===== config.mk =====
export PLATFORM = sky130hd
export DESIGN_NAME = reorder_buffer_flat
export DESIGN_NICKNAME = d
export VERILOG_FILES = /design/src/rtl/reorder_buffer_if.sv /design/src/rtl/reorder_buffer.sv /design/src/flat_wrapper.sv
export SDC_FILE = /design/constraint.sdc
export NUM_CORES = 1
export LEC_CHECK = 0
export CELL_PAD_IN_SITES_DETAIL_PLACEMENT = 1
export CELL_PAD_IN_SITES_GLOBAL_PLACEMENT = 1
export CORE_ASPECT_RATIO = 0.8
export CORE_MARGIN = 2
export CORE_UTILIZATION = 45
export CTS_BUF_LIST = sky130_fd_sc_hd__clkbuf_8
export DETAILED_ROUTE_END_ITERATION = 10
export PLACE_DENSITY_LB_ADDON = 0.1
export SYNTH_ARGS = -nofsm -noshare
export SYNTH_HDL_FRONTEND = slang
export SYNTH_SLANG_ARGS = --single-unit

===== constraint.sdc =====
create_clock -name clk_in -period 3.72 [get_ports clk_in]
set_input_delay 0.93 -clock clk_in [delete_from_list [all_inputs] [get_ports clk_in]]
set_output_delay 0.93 -clock clk_in [all_outputs]
set_load 0.05 [all_outputs]

===== src/rtl/reorder_buffer_if.sv =====
// Bundle of issue, CDB, lookup, commit and flush signals between the core and the reorder buffer.
// Issue has no ready: the issuer must see full_out = 0 and flush_out = 0, otherwise the request is dropped.
interface reorder_buffer_if;
  logic             issue_in;
  logic [4:0]       issue_rd_in;
  logic             issue_has_rd_in;
  logic [2:0]       rob_ix_out;
  logic             full_out;
  logic             empty_out;
  logic             cdb_valid_in;
  logic [2:0]       cdb_rob_ix_in;
  logic [31:0]      cdb_data_in;
  logic             cdb_mispredict_in;
  logic [2:0]       lk_ix1_in;
  logic [2:0]       lk_ix2_in;
  logic [31:0]      lk_val1_out;
  logic [31:0]      lk_val2_out;
  logic             lk_rdy1_out;
  logic             lk_rdy2_out;
  logic             commit_we_out;
  logic [4:0]       commit_wa_out;
  logic [31:0]      commit_wd_out;
  logic [2:0]       commit_rob_ix_out;
  logic             flush_out;
  logic [7:0][4:0]  flush_addrs_out;

  modport master (
    output issue_in, issue_rd_in, issue_has_rd_in,
    output cdb_valid_in, cdb_rob_ix_in, cdb_data_in, cdb_mispredict_in,
    output lk_ix1_in, lk_ix2_in,
    input  rob_ix_out, full_out, empty_out,
    input  lk_val1_out, lk_val2_out, lk_rdy1_out, lk_rdy2_out,
    input  commit_we_out, commit_wa_out, commit_wd_out, commit_rob_ix_out,
    input  flush_out, flush_addrs_out
  );

  modport slave (
    input  issue_in, issue_rd_in, issue_has_rd_in,
    input  cdb_valid_in, cdb_rob_ix_in, cdb_data_in, cdb_mispredict_in,
    input  lk_ix1_in, lk_ix2_in,
    output rob_ix_out, full_out, empty_out,
    output lk_val1_out, lk_val2_out, lk_rdy1_out, lk_rdy2_out,
    output commit_we_out, commit_wa_out, commit_wd_out, commit_rob_ix_out,
    output flush_out, flush_addrs_out
  );
endinterface


===== src/rtl/reorder_buffer.sv =====
// 8-entry circular reorder buffer: in-order commit into the register file, CDB capture,
// operand lookups, and a one-cycle flush pulse after a committed mispredict.
module reorder_buffer (
  input  logic             clk_in,
  input  logic             rst_in,
  reorder_buffer_if.slave  rob
);
  localparam int DEPTH = 8;

  logic [DEPTH-1:0] r_valid;
  logic [DEPTH-1:0] r_done;
  logic [DEPTH-1:0] r_has_rd;
  logic [DEPTH-1:0] r_mispred;
  logic [4:0]       r_rd    [DEPTH];
  logic [31:0]      r_value [DEPTH];
  logic [2:0]       r_head;
  logic [2:0]       r_tail;
  logic [3:0]       r_count;
  logic             r_flush;
  logic [7:0][4:0]  r_flush_addrs;

  logic             w_full;
  logic             w_empty;
  logic             w_commit_fire;
  logic             w_mispredict;
  logic             w_issue_acc;
  logic             w_cdb_acc;
  logic [7:0][4:0]  w_capture;

  assign w_full        = (r_count == 4'd8);
  assign w_empty       = (r_count == 4'd0);
  assign w_commit_fire = r_valid[r_head] & r_done[r_head] & ~r_flush;
  assign w_mispredict  = w_commit_fire & r_mispred[r_head];
  assign w_issue_acc   = rob.issue_in & ~w_full & ~r_flush & ~w_mispredict;
  // A CDB write to the head being freed this cycle is dropped so the slot leaves clean.
  assign w_cdb_acc     = rob.cdb_valid_in & r_valid[rob.cdb_rob_ix_in] & ~r_flush &
                         ~(w_commit_fire & (rob.cdb_rob_ix_in == r_head));

  // Younger destinations to be squashed, oldest first; slot 7 is the instruction refused this cycle.
  always_comb begin
    w_capture = '0;
    for (int k = 0; k < 7; k++) begin
      if (r_valid[r_head + 3'(k + 1)] && r_has_rd[r_head + 3'(k + 1)])
        w_capture[k] = r_rd[r_head + 3'(k + 1)];
    end
    if (rob.issue_in && rob.issue_has_rd_in)
      w_capture[7] = rob.issue_rd_in;
  end

  always_ff @(posedge clk_in) begin
    if (rst_in) begin
      r_valid       <= '0;
      r_done        <= '0;
      r_has_rd      <= '0;
      r_mispred     <= '0;
      for (int i = 0; i < DEPTH; i++) begin
        r_rd[i]    <= '0;
        r_value[i] <= '0;
      end
      r_head        <= '0;
      r_tail        <= '0;
      r_count       <= '0;
      r_flush       <= 1'b0;
      r_flush_addrs <= '0;
    end else begin
      r_flush       <= w_mispredict;
      r_flush_addrs <= w_mispredict ? w_capture : '0;
      if (w_mispredict) begin
        r_valid <= '0;
        r_head  <= '0;
        r_tail  <= '0;
        r_count <= '0;
      end else begin
        if (w_cdb_acc) begin
          r_done[rob.cdb_rob_ix_in]    <= 1'b1;
          r_value[rob.cdb_rob_ix_in]   <= rob.cdb_data_in;
          r_mispred[rob.cdb_rob_ix_in] <= rob.cdb_mispredict_in;
        end
        if (w_commit_fire) begin
          r_valid[r_head] <= 1'b0;
          r_head          <= r_head + 3'd1;
        end
        if (w_issue_acc) begin
          r_valid[r_tail]   <= 1'b1;
          r_done[r_tail]    <= 1'b0;
          r_mispred[r_tail] <= 1'b0;
          r_has_rd[r_tail]  <= rob.issue_has_rd_in;
          r_rd[r_tail]      <= rob.issue_rd_in;
          r_tail            <= r_tail + 3'd1;
        end
        r_count <= r_count + {3'b000, w_issue_acc} - {3'b000, w_commit_fire};
      end
    end
  end

  assign rob.rob_ix_out        = r_tail;
  assign rob.full_out          = w_full;
  assign rob.empty_out         = w_empty;
  assign rob.lk_val1_out       = r_value[rob.lk_ix1_in];
  assign rob.lk_val2_out       = r_value[rob.lk_ix2_in];
  assign rob.lk_rdy1_out       = r_valid[rob.lk_ix1_in] & r_done[rob.lk_ix1_in];
  assign rob.lk_rdy2_out       = r_valid[rob.lk_ix2_in] & r_done[rob.lk_ix2_in];
  assign rob.commit_we_out     = w_commit_fire & r_has_rd[r_head];
  assign rob.commit_wa_out     = r_rd[r_head];
  assign rob.commit_wd_out     = r_value[r_head];
  assign rob.commit_rob_ix_out = r_head;
  assign rob.flush_out         = r_flush;
  assign rob.flush_addrs_out   = r_flush_addrs;
endmodule

===== src/flat_wrapper.sv =====
// flat-port wrapper written by rule: the top's interface ports become plain ports
module reorder_buffer_flat 
  (clk_in, rst_in, rob_issue_in, rob_issue_rd_in, rob_issue_has_rd_in, rob_cdb_valid_in, rob_cdb_rob_ix_in, rob_cdb_data_in, rob_cdb_mispredict_in, rob_lk_ix1_in, rob_lk_ix2_in, rob_rob_ix_out, rob_full_out, rob_empty_out, rob_lk_val1_out, rob_lk_val2_out, rob_lk_rdy1_out, rob_lk_rdy2_out, rob_commit_we_out, rob_commit_wa_out, rob_commit_wd_out, rob_commit_rob_ix_out, rob_flush_out, rob_flush_addrs_out);
  reorder_buffer_if rob_i ();
  input  logic clk_in;
  input  logic rst_in;
  input wire logic [$bits(rob_i.issue_in)-1:0] rob_issue_in;
  input wire logic [$bits(rob_i.issue_rd_in)-1:0] rob_issue_rd_in;
  input wire logic [$bits(rob_i.issue_has_rd_in)-1:0] rob_issue_has_rd_in;
  input wire logic [$bits(rob_i.cdb_valid_in)-1:0] rob_cdb_valid_in;
  input wire logic [$bits(rob_i.cdb_rob_ix_in)-1:0] rob_cdb_rob_ix_in;
  input wire logic [$bits(rob_i.cdb_data_in)-1:0] rob_cdb_data_in;
  input wire logic [$bits(rob_i.cdb_mispredict_in)-1:0] rob_cdb_mispredict_in;
  input wire logic [$bits(rob_i.lk_ix1_in)-1:0] rob_lk_ix1_in;
  input wire logic [$bits(rob_i.lk_ix2_in)-1:0] rob_lk_ix2_in;
  output wire logic [$bits(rob_i.rob_ix_out)-1:0] rob_rob_ix_out;
  output wire logic [$bits(rob_i.full_out)-1:0] rob_full_out;
  output wire logic [$bits(rob_i.empty_out)-1:0] rob_empty_out;
  output wire logic [$bits(rob_i.lk_val1_out)-1:0] rob_lk_val1_out;
  output wire logic [$bits(rob_i.lk_val2_out)-1:0] rob_lk_val2_out;
  output wire logic [$bits(rob_i.lk_rdy1_out)-1:0] rob_lk_rdy1_out;
  output wire logic [$bits(rob_i.lk_rdy2_out)-1:0] rob_lk_rdy2_out;
  output wire logic [$bits(rob_i.commit_we_out)-1:0] rob_commit_we_out;
  output wire logic [$bits(rob_i.commit_wa_out)-1:0] rob_commit_wa_out;
  output wire logic [$bits(rob_i.commit_wd_out)-1:0] rob_commit_wd_out;
  output wire logic [$bits(rob_i.commit_rob_ix_out)-1:0] rob_commit_rob_ix_out;
  output wire logic [$bits(rob_i.flush_out)-1:0] rob_flush_out;
  output wire logic [$bits(rob_i.flush_addrs_out)-1:0] rob_flush_addrs_out;
  assign rob_i.issue_in = rob_issue_in;
  assign rob_i.issue_rd_in = rob_issue_rd_in;
  assign rob_i.issue_has_rd_in = rob_issue_has_rd_in;
  assign rob_i.cdb_valid_in = rob_cdb_valid_in;
  assign rob_i.cdb_rob_ix_in = rob_cdb_rob_ix_in;
  assign rob_i.cdb_data_in = rob_cdb_data_in;
  assign rob_i.cdb_mispredict_in = rob_cdb_mispredict_in;
  assign rob_i.lk_ix1_in = rob_lk_ix1_in;
  assign rob_i.lk_ix2_in = rob_lk_ix2_in;
  assign rob_rob_ix_out = rob_i.rob_ix_out;
  assign rob_full_out = rob_i.full_out;
  assign rob_empty_out = rob_i.empty_out;
  assign rob_lk_val1_out = rob_i.lk_val1_out;
  assign rob_lk_val2_out = rob_i.lk_val2_out;
  assign rob_lk_rdy1_out = rob_i.lk_rdy1_out;
  assign rob_lk_rdy2_out = rob_i.lk_rdy2_out;
  assign rob_commit_we_out = rob_i.commit_we_out;
  assign rob_commit_wa_out = rob_i.commit_wa_out;
  assign rob_commit_wd_out = rob_i.commit_wd_out;
  assign rob_commit_rob_ix_out = rob_i.commit_rob_ix_out;
  assign rob_flush_out = rob_i.flush_out;
  assign rob_flush_addrs_out = rob_i.flush_addrs_out;
  reorder_buffer u_core (.clk_in(clk_in), .rst_in(rst_in), .rob(rob_i));
endmodule

==> metrics.txt, run 1 <==
Routed Antenna Nets 0; top-area cell type share of the netlist area 0.4082; largest cells by area after synthesis edfxtp_1, mux4_2, dfxtp_1, mux2_2, nor2_1; Hold EP u_core.r_done[1]; largest net degree at the start of global routing 50; Global Route Usage Sum 0.2835; cell accounting for the most synthesized area edfxtp_1; final count of hold timing violations 0; skew final approximately 21 ps; Final period util 0.9790; critical path, cell by cell buf_6, mux4_2, mux2_2, buf_4; CP required between 2000 and 3000 ps; Max Fclk around 0.27 GHz; Worst path max stage delay about 580 ps; I/O Pins slightly above 200; DP Wirelength between 40000 and 50000 µm; fin crit period about 3600 ps; number of synthesized flops with an enable pin between 200 and 300; CTS Root Buffer Type clkbuf_8; synthesized flop and latch total 382; Post-Syn Instances roughly 1600; Routability Congestion ~0.87; DR vias roughly 16000; ys flop type edfxtp_1; Simple-Gate Fraction of Synth Area 0.1123; Cell Rows 72; run status completed; ys async rst share 0; vias in the first global route approximately 16000; complex-gate fraction of the synthesized area 0.03201; initial antenna violation count 3; Inserted Clock Buffers 66; hold crit path type flip-flop to flip-flop; P&R area growth vs syn 20.34%; top cells by count, synth nor2_1, edfxtp_1, mux4_2; largest family of logic cells by synthesized area multiplexers; Synth Warn # 0; later-pin clock latency in the skew report 650 ps; CTS tree built; worst path buffer plus inverter count 2; crit-path leading delay family multiplexers; Hold Crit Depth 2; first-pass GRT wire length roughly 110000 µm; Vias/cell 6.276; Post-Route WL 70690 µm; max-cap check violation count 0; WL/cell 28.05 µm; design area 0.02620 mm²; IO Port Bufs roughly 200; Hold Buf Count CTS 0; kind of critical path flip-flop to output port; share of cells above drive strength 1 0.3598; multiplexer share of the synthesized area 0.3254; adder-cell share of the synthesized area 0.008390; most numerous cell in the Yosys netlist nor2_1; WP data arrival 2710 ps; core area 0.04802 mm²; TritonRoute pass-1 iters 5; worst vdd ir roughly 0.31 mV; clock buffer depth 3; startpoint types flip-flop; XOR/XNOR share of the synthesized area 0.004827; Cell variety after synth a little under 60; Nets about 1900; placed cell area between 0.02 and 0.03 mm²; die area approximately 0.050 mm²; Pleak 9.135 nW; Post-Synthesis Cell Area between 0.02 and 0.025 mm²; initial drt markers 1527; Final setup viols 0; RR Endpoint u_core.r_value[0][5]; Slowest-stage cell, CP mux4_2; hold_sp u_core.r_done[1]; Residual DRC 0; reg2reg path depth 7; Reg2Reg Launch Point u_core.rob.commit_rob_ix_out[1]; max_slew headroom 0.4092; r2r setup slk roughly 530 ps; Final Max Tran Viols 0; clk slew on worst S/H paths roughly 60 ps; clk sinks ~380; Die Ht roughly 200 µm; Pwr Density slightly below 400 mW/mm²; sequential area share after synthesis 0.4873; net count after synthesis about 1700; Critical Path Sink Type output port; Worst Tran Pin Value roughly 880 ps; die extent in x 249.9 µm; Setup TNS 0 ps; CTS H-Tree Depth 3; grt ovf 0; crit path max fanout 40; Mapped Avg Cell Area between 10 and 15 µm²; Initial Util 0.4535; RSZ-0062 raised after global routing false
## cells in the final DEF (no fill, tap or decap), types with 5 or more instances in the layout
master           count
nand3_1             25
clkinv_1             8
and3_1               6
mux2i_1             17
xor2_1               6
clkbuf_8            69
nor2b_1              5
a31oi_1              6
inv_1               47
nand3_2              6
and2_1              10
clkinv_2             5
ha_1                13
mux4_2             256
nand2_1            140
dlygate4sd2_1       17
nor2_4              29
dfxtp_1             82
xnor2_1              6
o21ai_0             32
a21oi_1             46
clkdlybuf4s50_1     94
mux2_2             102
nor2_1             305
buf_12              37
edfxtp_1           296
buf_4              153
## flip-flops by register name, summed over array words and instances (netlist names), 4 cells and up, named ones only
name                        count
u_core.r_count                  4
u_core.r_done                   8
u_core.r_has_rd                 8
u_core.r_mispred                8
u_core.r_rd                    40
u_core.r_valid                  8
u_core.r_value                256
u_core.rob.flush_addrs_out     40
## layout make-up
cell class                 count  area (µm²)
tap                          629       787.0
timing repair buffer         306        3010
fill                        4725       21810
multi-input combinational   1067       10550
sequential                   382       10620
inverter                      20       75.07
clock buffer                  69       949.7
clock inverter                46       201.4
antenna                        1       2.502
## what timing repair did
action | 4_1_cts | 5_1_grt
resized for setup | 20 | 1
setup buffers | 0 | 6
endpoints found under the setup margin | 32 | 15
## routing by layer
layer / routed length [µm] / GRT usage / vias up
li1: - / - / 6632
met1: 29290 / 0.3924 / 8258
met2: 33000 / 0.4406 / 783
met3: 6330 / 0.07080 / 141
met4: 2057 / 0.09517 / 2
met5: 13 / 0 / -
## stage by stage
step           total power, mW    util  hold WS (ps)  instances  setup slack, ps
4_1_cts                  10.36  0.5446         470.8       2513           -9.788
6_report                 10.28  0.5457         472.9       2520            78.12
3_5_place_dp             6.864  0.5208         460.6       2398           -192.7
5_1_grt                  10.63  0.5457         481.4       2519            15.45
3_3_place_gp             6.821  0.5208         449.0       2398           -43.68
2_1_floorplan            6.177       -         421.1       1595           -83.36
## cells by family (layout without fill, tap and decap cells)
logic type	after synthesis	after routing
and+or+nand+nor	551	551
DFF	382	382
muxes	375	375
buffers and inverters	146	441
AOI/OAI and AO/OA	115	115
adders and majority gates	14	14
xor gates and xnor gates	12	12
other	0	1
## tightest hold or removal path: cells and delay by family, from the launching register on
family / cells / cell delay (ps)
flops: 1 / 330
buf+inv: 1 / 50
compound gates: 1 / 50
## report_power, final
group	switching (mW)	total (mW)	leakage, nW	internal [mW]
clock	1.79	3.51	0.695	1.72
combinational	1.11	1.85	4.68	0.737
sequential	0.161	4.93	3.76	4.77
total	3.06	10.3	9.13	7.22
## how the worst max path moves through the flow
stage / end / start / cells past startpoint
floorplan: u_core.r_value[3][0] / rob_cdb_rob_ix_in[1] / 10
global placement: u_core.r_value[6][7] / rob_cdb_rob_ix_in[2] / 8
detailed placement: u_core.r_value[0][8] / rob_cdb_rob_ix_in[2] / 8
CTS: rob_commit_wd_out[19] / flip-flop / 4
global route: rob_commit_we_out / u_core.rob.commit_rob_ix_out[1] / 6
finish: rob_commit_wa_out[0] / flip-flop / 4
No activity file was read; power rests on OpenSTA's default activity.
==> run 2: changes to the inputs <==
==> constraint.sdc (replaced) <==
create_clock -name clk_in -period 3.72 [get_ports clk_in]
set_input_delay 0.93 -clock clk_in [delete_from_list [all_inputs] [get_ports clk_in]]
set_output_delay 0.93 -clock clk_in [all_outputs]
set_load 0.02 [all_outputs]
==> metrics.txt, run 2 (synthesized netlist as in run 1, its figures left out) <==
run status completed; crit path max fanout 11 (-73%); TritonRoute pass-1 iters 5 (unchanged); Die Ht 200.7 µm (unchanged); Vias/cell 6.311 (+0.55%); Largest register FFs 256 (unchanged); most flop-heavy register u_core.r_value; clock buffer depth 3 (unchanged); Pwr Density 392.7 mW/mm² (about the same); Nets 1936 (+1.4%); CP required 2790 ps (about the same); DR vias 16070 (+1.6%); Fin Hold WS 476.2 ps (+3.277 ps); Hold Buf Count CTS 0 (unchanged); clk slew on worst S/H paths 60 ps (about the same); largest net degree at the start of global routing 50 (unchanged); CTS Root Buffer Type clkbuf_8; fin crit period 3707 ps (+65.54 ps); Cell Rows 72 (unchanged); core area 0.04802 mm² (unchanged); # diodes 0 (-1); clk sinks 382 (unchanged); Worst Tran Pin Value 856.4 ps (-23.44 ps); startpoint types input pin; initial drt markers 1780 (+17%); CTS tree built; WP data arrival 2780 ps (+70 ps); first-pass GRT wire length 107800 µm (+2.4%); grt ovf 0 (unchanged); IO Port Bufs 204 (unchanged); hold crit path type flip-flop to flip-flop; Final setup viols 0 (unchanged); DP Wirelength 47170 µm (+0.95%); CTS H-Tree Depth 3 (unchanged); Final period util 0.9966 (+0.01762); Pleak 9.714 nW (+6.3%); WL/cell 28.69 µm (+2.3%); Max Fclk 0.2697 GHz (-1.8%); initial antenna violation count 0 (-3); P&R area growth vs syn 24.42%; max_slew headroom 0.4252 (+0.01597); Inserted Clock Buffers 66 (unchanged); Final Max Tran Viols 0 (unchanged); commonest non-fill, non-tap cell in the layout nor2_1; Initial Util 0.4535 (unchanged); Residual DRC 0 (unchanged); share of cells above drive strength 1 0.3311 (-0.02871); die area 0.05017 mm² (unchanged); final count of hold timing violations 0 (unchanged); kind of critical path input pin to output port; Global Route Usage Sum 0.2904 (+0.006932); max-cap check violation count 0 (unchanged); Routed Antenna Nets 0 (unchanged); Critical Path Sink Type output port; worst vdd ir 0.2567 mV (-18%); most frequent cells in the layout nor2_1, edfxtp_1, mux4_2, clkdlybuf4s50_1, nand2_1; Post-Route WL 73070 µm (+3.4%); die extent in x 249.9 µm (unchanged); skew final 40.87 ps (+19.82 ps); Setup WS pre-CTS -195.7 ps (-2.925 ps); I/O Pins 205 (unchanged); setup ws final 12.58 ps (-65.54 ps); later-pin clock latency in the skew report 640 ps (about the same); vias in the first global route 16600 (+1.1%); Routability Congestion 0.9149 (+5.6%)
## run 2: cell types whose count changed in the layout (fill, tap and decap cells not counted), moves of 4 or more
cell,previous run,this run
bufinv_16,0,7
buf_4,153,82
dlymetal6s2s_1,0,36
inv_1,47,35
clkdlybuf4s50_1,94,144
nand2_2,2,6
nand2_1,140,136
clkinv_1,8,12
## run 2: cell type report
type / instances / area [µm²]
inverters: 20 / 75.07
flip-flops and latches: 382 / 10630
fillers: 4663 / 20930
repair buffers: 333 / 3681
clock inverters: 44 / 367.9
clock buffers: 72 / 991.0
well taps: 629 / 787.0
multi-input cells: 1067 / 10560
## run 2: path summary, 6_finish.rpt
kind                                         from                   end  slack (ps)  cells past startpoint
setup / recovery                 rob_lk_ix2_in[0]    rob_lk_val2_out[3]          10                      5
hold / removal                   u_core.r_done[5]      u_core.r_done[5]         480                      2
setup reg to reg  u_core.rob.commit_rob_ix_out[0]  u_core.r_value[4][9]         500                      7
hold reg to reg                  u_core.r_done[5]      u_core.r_done[5]         480                      2
## run 2: metal layers
metal,GRT usage,routed length [µm]
met1,0.4142,31560
met2,0.4545,34220
met3,0.05835,5404
met4,0.08533,1886
met5,0,0
## run 2: metrics by stage
step	power (mW)	util	instance area, µm²	TNS [ps]	instances
finish	10.64	0.5642	27090	0	2547
global route	11.00	0.5642	27090	-2.198	2547
CTS	10.69	0.5582	26800	-1251	2535
detailed placement	6.648	0.5281	25360	-13490	2414
global placement	6.611	0.5281	25360	-1702	2414
floorplan	5.905	-	21780	-13430	1595
## run 2: repair_timing
action / in CTS / in global routing
cloned: 2 / 5
endpoints found under the setup margin: 46 / 48
pin swaps: 0 / 0
setup buffers: 3 / 7
resized for setup: 21 / 41
## run 2: report_power, final
group / internal (mW) / switching, mW / leakage [nW] / total (mW)
Clock: 2.27 / 1.80 / 0.748 / 4.07
Sequential: 4.77 / 0.164 / 3.76 / 4.93
Combinational: 0.786 / 0.854 / 5.20 / 1.64
## run 2: critical path: stages
cell and delay (ps):
buf_4 250, buf_12 210, mux4_2 510, mux2_2 310, clkdlybuf4s50_1 560
